<file path="config.mk">
export PLATFORM = sky130hd
export DESIGN_NAME = muldiv_iter
export DESIGN_NICKNAME = d
export VERILOG_FILES = /design/src/rtl/muldiv_iter.sv
export SDC_FILE = /design/constraint.sdc
export NUM_CORES = 1
export LEC_CHECK = 0
export BUFFER_PORTS_ARGS = -buffer_cell sky130_fd_sc_hd__buf_2
export CELL_PAD_IN_SITES_DETAIL_PLACEMENT = 1
export CELL_PAD_IN_SITES_GLOBAL_PLACEMENT = 1
export CORE_ASPECT_RATIO = 1.2
export CORE_UTILIZATION = 49
export DETAILED_ROUTE_END_ITERATION = 10
export PLACE_DENSITY_LB_ADDON = 0.1
export SYNTH_ARGS = -nofsm -noshare
export SYNTH_HDL_FRONTEND = slang
export SYNTH_SLANG_ARGS = --single-unit
</file>
<file path="constraint.sdc">
create_clock -name clk -period 10 [get_ports clk]
set_input_delay 0.5 -clock clk [delete_from_list [all_inputs] [get_ports clk]]
set_output_delay 0.5 -clock clk [all_outputs]
set_load 0.005 [all_outputs]
</file>
<file path="src/rtl/muldiv_iter.sv">
// muldiv_iter: iterative RV32M/RV64M multiply/divide unit.
// One shift-add (multiply) / restoring shift-subtract (divide) step per cycle
// over unsigned magnitudes, followed by a single sign-fix cycle.
module muldiv_iter #(
  parameter int unsigned XLEN      = 32,
  parameter bit          EARLY_OUT = 1'b1
) (
  input  logic            clk,
  input  logic            rst,
  input  logic            in_valid,
  output logic            in_ready,
  input  logic [2:0]      op,
  input  logic [XLEN-1:0] r1,
  input  logic [XLEN-1:0] r2,
  input  logic            flush,
  output logic            out_valid,
  input  logic            out_ready,
  output logic [XLEN-1:0] rd,
  output logic            busy
);

  localparam int unsigned CW = $clog2(XLEN + 1);
  localparam logic [XLEN-1:0] MIN_NEG = {1'b1, {(XLEN-1){1'b0}}};

  typedef enum logic [1:0] {S_IDLE, S_CALC, S_FIX, S_DONE} state_e;
  typedef enum logic [2:0] {
    OP_MUL, OP_MULH, OP_MULHSU, OP_MULHU, OP_DIV, OP_DIVU, OP_REM, OP_REMU
  } op_e;

  state_e              state_q, state_d;
  op_e                 op_q, op_d;
  logic                s1_q, s1_d;
  logic                s2_q, s2_d;
  logic                dz_q, dz_d;
  logic [2*XLEN-1:0]   acc_q, acc_d;   // mul: {partial product, multiplier}; div: {remainder, quotient}
  logic [XLEN-1:0]     opb_q, opb_d;   // multiplicand or divisor magnitude
  logic [CW-1:0]       cnt_q, cnt_d;
  logic [XLEN-1:0]     rd_q, rd_d;

  // Request decode, operand magnitudes and accept-time special cases
  op_e             op_in;
  logic            in_is_div, sign1, sign2, r1_zero, r2_zero, special;
  logic [XLEN-1:0] mag1, mag2, special_val;

  always_comb begin
    op_in       = op_e'(op);
    in_is_div   = op_in inside {OP_DIV, OP_DIVU, OP_REM, OP_REMU};
    sign1       = (op_in inside {OP_MULH, OP_MULHSU, OP_DIV, OP_REM}) && r1[XLEN-1];
    sign2       = (op_in inside {OP_MULH, OP_DIV, OP_REM}) && r2[XLEN-1];
    mag1        = sign1 ? -r1 : r1;
    mag2        = sign2 ? -r2 : r2;
    r1_zero     = (r1 == '0);
    r2_zero     = (r2 == '0);
    special     = 1'b0;
    special_val = '0;
    if (!in_is_div) begin
      special = r1_zero || r2_zero;
    end else if (r2_zero) begin
      special     = 1'b1;
      special_val = (op_in inside {OP_REM, OP_REMU}) ? r1 : '1;
    end else if ((op_in inside {OP_DIV, OP_REM}) && (r1 == MIN_NEG) && (&r2)) begin
      special     = 1'b1;
      special_val = (op_in == OP_REM) ? '0 : r1;
    end
  end

  // One iteration of the shift-add multiply and restoring divide datapaths
  logic [XLEN:0]     mul_sum, div_sh, div_diff;
  logic              div_ge;
  logic [2*XLEN-1:0] mul_next, div_next;

  always_comb begin
    mul_sum  = {1'b0, acc_q[2*XLEN-1:XLEN]} + (acc_q[0] ? {1'b0, opb_q} : '0);
    mul_next = {mul_sum, acc_q[XLEN-1:1]};
    div_sh   = {acc_q[2*XLEN-1:XLEN], acc_q[XLEN-1]};
    div_diff = div_sh - {1'b0, opb_q};
    // The partial remainder stays below the divisor (or below 2^XLEN when
    // dividing by zero), so no borrow out of the top bit means "fits".
    div_ge   = ~div_diff[XLEN];
    div_next = {div_ge ? div_diff[XLEN-1:0] : div_sh[XLEN-1:0], acc_q[XLEN-2:0], div_ge};
  end

  // Sign correction and result selection for the FIX cycle
  logic [2*XLEN-1:0] prod_fix;
  logic [XLEN-1:0]   quo_fix, rem_fix, result;
  logic              is_div_q;

  always_comb begin
    is_div_q = op_q inside {OP_DIV, OP_DIVU, OP_REM, OP_REMU};
    prod_fix = (s1_q ^ s2_q) ? -acc_q : acc_q;
    // Divide-by-zero must yield all ones regardless of the dividend sign.
    quo_fix  = dz_q ? '1 : ((s1_q ^ s2_q) ? -acc_q[XLEN-1:0] : acc_q[XLEN-1:0]);
    rem_fix  = s1_q ? -acc_q[2*XLEN-1:XLEN] : acc_q[2*XLEN-1:XLEN];
    case (op_q)
      OP_MUL:                        result = prod_fix[XLEN-1:0];
      OP_MULH, OP_MULHSU, OP_MULHU:  result = prod_fix[2*XLEN-1:XLEN];
      OP_DIV, OP_DIVU:               result = quo_fix;
      default:                       result = rem_fix;
    endcase
  end

  // Next-state and datapath register update
  always_comb begin
    state_d = state_q;
    op_d    = op_q;
    s1_d    = s1_q;
    s2_d    = s2_q;
    dz_d    = dz_q;
    acc_d   = acc_q;
    opb_d   = opb_q;
    cnt_d   = cnt_q;
    rd_d    = rd_q;
    if (flush) begin
      state_d = S_IDLE;
    end else begin
      case (state_q)
        S_IDLE: begin
          if (in_valid) begin
            op_d  = op_in;
            s1_d  = sign1;
            s2_d  = sign2;
            dz_d  = in_is_div && r2_zero;
            cnt_d = CW'(XLEN);
            if (in_is_div) begin
              acc_d = {{XLEN{1'b0}}, mag1};
              opb_d = mag2;
            end else begin
              acc_d = {{XLEN{1'b0}}, mag2};
              opb_d = mag1;
            end
            if (EARLY_OUT && special) begin
              state_d = S_DONE;
              rd_d    = special_val;
            end else begin
              state_d = S_CALC;
            end
          end
        end
        S_CALC: begin
          acc_d = is_div_q ? div_next : mul_next;
          cnt_d = cnt_q - CW'(1);
          if (cnt_q == CW'(1)) state_d = S_FIX;
        end
        S_FIX: begin
          rd_d    = result;
          state_d = S_DONE;
        end
        S_DONE: begin
          if (out_ready) state_d = S_IDLE;
        end
        default: state_d = S_IDLE;
      endcase
    end
  end

  // State and datapath registers with synchronous reset
  always_ff @(posedge clk) begin
    if (rst) begin
      state_q <= S_IDLE;
      op_q    <= OP_MUL;
      s1_q    <= 1'b0;
      s2_q    <= 1'b0;
      dz_q    <= 1'b0;
      acc_q   <= '0;
      opb_q   <= '0;
      cnt_q   <= '0;
      rd_q    <= '0;
    end else begin
      state_q <= state_d;
      op_q    <= op_d;
      s1_q    <= s1_d;
      s2_q    <= s2_d;
      dz_q    <= dz_d;
      acc_q   <= acc_d;
      opb_q   <= opb_d;
      cnt_q   <= cnt_d;
      rd_q    <= rd_d;
    end
  end

  assign in_ready  = (state_q == S_IDLE);
  assign busy      = (state_q != S_IDLE);
  assign out_valid = (state_q == S_DONE);
  assign rd        = rd_q;

endmodule

</file>
==> flow_summary.toml <==
[status]
outcome = "complete, no violations"

[floorplanning]
die_area_mm2 = 0.0308
num_rows = 69
die_h_um = 192
core_mm2 = 0.0296
start_util_pct = 49.9
pin_count = 107
die_w_um = 160

[synth]
ys_ff_latch = 142
synth_nets = 2238
ys_types = 73
syn_area_per_cell_um2 = 7.07
synth_edf_count = 0
syn_inst = 2089
ys_warn_count = 0
synth_flop_cell = "dfxtp_1"
syn-cell-area_mm2 = 0.0148
async_reset_ff_share_pct = 0
ys_seq_area_share_pct = 19.2

[clocking]
htreeDepth = 4
postCtsHoldBufs = 0
ctsResizeCount = 0
cts_root_buffer = "clkbuf_16"
worstSkewPairLatency_ns = 0.44
cts_setup_buffers = 0
clock_path_buffers = 2
cts_tree = "yes"
path_clk_slew_ns = 0.07
cts_made_buffers = 17
cts.sinks = 142

[min_path]
hold_class = "in2reg"
min_path_cells = 2

[placement]
placed_area_mm2 = 0.0154
dp.final_hpwl_um = 46900
place_ws_ns = 5.78
globalplace.congestion = 0.985
io_buffers = 106

[timing]
finalHoldViolCount = 0
report.final.slew_viol_count = 0
min_period_ns = 4.08
fin_ws_ns = 5.92
finClkSkew_ns = 0.0114
fin_setup_tns_ns = 0
rsz0062_at_grt = "false"
worst_slew_pin_slew_ns = 1.12
fin_crit_sh_pct = 40.8
fmax_mhz = 245
setup_violations = 0
relSlewSlack_pct = 25.3

[global_route]
grt_max_degree = 87
use_met3_pct = 4.30
met1_usage_pct = 46.9
grt_pass1_wl_um = 92600
grt.busiest_layer = "met2"
grt_usage_pct = 38.9
grt_antenna_before_repair = 0
grt_pass1_vias = 16000
grt-ovfl-total = 0
grtUsageMet2_pct = 65.9

[layout]
num_antenna_cells = 0
nets = 2240
area_growth_pct = 8.37
final_cell_area_mm2 = 0.0160
drive_gt1_share_pct = 10.4

[route]
viasPerCell = 6.51
first_iter_violations = 1224
num_vias = 16200
wirelength_um = 61000
post-route-drc-count = 0
wl_per_cell_um = 24.4
antenna_left = 0
firstDrtPassIters = 6

[power]
irDropWorstVdd_uv = 105
p_per_area_mw_per_mm2 = 115
power.leakage_uw = 0.00625

[job]
cap_violations = 0

[worst_setup_path]
reg2reg_depth = 12
start_kind = "flop"
crit_fanout = 13
worstPathArrival_ns = 4.41
end_kind = "flop"
crit_type = "reg2reg"
cp.required_ns = 10.33
-- power by group --
| group | internal [uW] | leakage [uW] | switching [uW] |
|---|---|---|---|
| combinational | 195 | 0.00483 | 365 |
| clock | 364 | 0.000268 | 287 |
| sequential | 594 | 0.00116 | 36.7 |
-- per-stage QoR --
stage	total power, uW	instances	util [%]	hold WS [ns]
floorplan	1000	2089	-	0.432
CTS	1830	2494	54.0	0.410
global placement	1170	2462	52.1	0.441
finish	1840	2494	54.0	0.432
detailed placement	1190	2462	52.1	0.449
global route	1910	2494	54.0	0.439
-- metal layers --
layer  up-vias  wire, um
met4         0      3810
met1      7985     25200
met3       127      3080
met2       503     28900
li1       7623         -
met5         -         0
-- synth_stat cells, drive strengths merged (18+ instances only) --
cell | n | share of area [%]
o21bai | 18 | 0.92
a21o | 33 | 1.7
o211ai | 48 | 2.4
mux2i | 28 | 1.9
dfxtp | 142 | 19
a31oi | 24 | 1.0
ha | 75 | 6.4
clkbuf | 128 | 3.3
nand2 | 190 | 4.8
o21ai | 162 | 5.5
o221ai | 19 | 1.1
nor3 | 53 | 1.8
a21oi | 191 | 6.5
nor4 | 29 | 1.3
nor2 | 249 | 6.3
nand3 | 32 | 1.1
a311oi | 31 | 1.8
mux2 | 26 | 2.0
inv | 61 | 1.6
or3 | 24 | 1.1
o31ai | 24 | 1.2
xnor2 | 102 | 6.0
buf | 22 | 0.75
xor2 | 95 | 5.6
a211oi | 48 | 2.5
nand4 | 27 | 1.1
nand2b | 26 | 1.1
-- worst paths after layout --
| check | start | to | slack (ns) |
|---|---|---|---|
| setup / recovery | acc_q[31] | acc_q[51] | 5.92 |
| hold / removal | flush | state_q[1] | 0.43 |
| setup reg to reg | acc_q[31] | acc_q[51] | 5.92 |
| hold reg to reg | opb_q[6] | opb_q[6] | 0.45 |
-- final cells by class --
type,count,area [um2]
fill,3898,13600
multi-input combinational,1734,11100
sequential,142,2840
timing repair buffer,133,736
tap,390,488
clock buffer,21,470
inverter,63,236
clock inverter,11,108
-- sequential cells by signal, summed over array words and instances (netlist names), 2 cells and up --
name / count
acc_q: 64
cnt_q: 6
op_q: 3
opb_q: 32
rd: 32
state_q: 2
-- kinds of logic (layout without fill, tap and decap cells) --
kind of cell | Yosys count | count (layout) | synth area share (%)
muxes | 54 | 54 | 3.88
and+or+nand+nor | 708 | 708 | 22.5
xor gates and xnor gates | 197 | 197 | 11.7
buffers and inverters | 213 | 228 | 5.61
DFF | 142 | 142 | 19.2
AOI/OAI and AO/OA | 698 | 698 | 30.4
adders and majority gates | 77 | 77 | 6.63
-- cell usage in the layout (no fill, tap or decap), types with 18 or more instances in the layout --
master    instances
a211oi_1         47
xor2_1           94
buf_2           105
or3_1            23
dfxtp_1         141
o31ai_1          24
o211ai_1         48
buf_4            28
o21ai_0         161
xnor2_1         101
nor2_1          246
o21bai_1         18
ha_1             74
inv_1            61
nor3_1           52
nand4_1          27
mux2i_1          28
a21o_1           33
nand3_1          32
nor4_1           27
nand2_1         190
o221ai_1         19
nand2b_1         26
a311oi_1         31
a31oi_1          24
a21oi_1         191
mux2_2           26
-- worst max-delay path, stage by stage (launching register included) --
cell      delay, ns
dfxtp_1        0.48
inv_1          0.16
ha_1           0.25
fa_1           0.40
nand2b_1       0.19
a21o_1         0.22
a211oi_1       0.45
a21o_1         0.30
o21a_1         0.27
o211a_1        0.71
mux2i_1        0.26
nor2_1         0.05
a211o_1        0.22
Power figures use the tool's default switching activity.
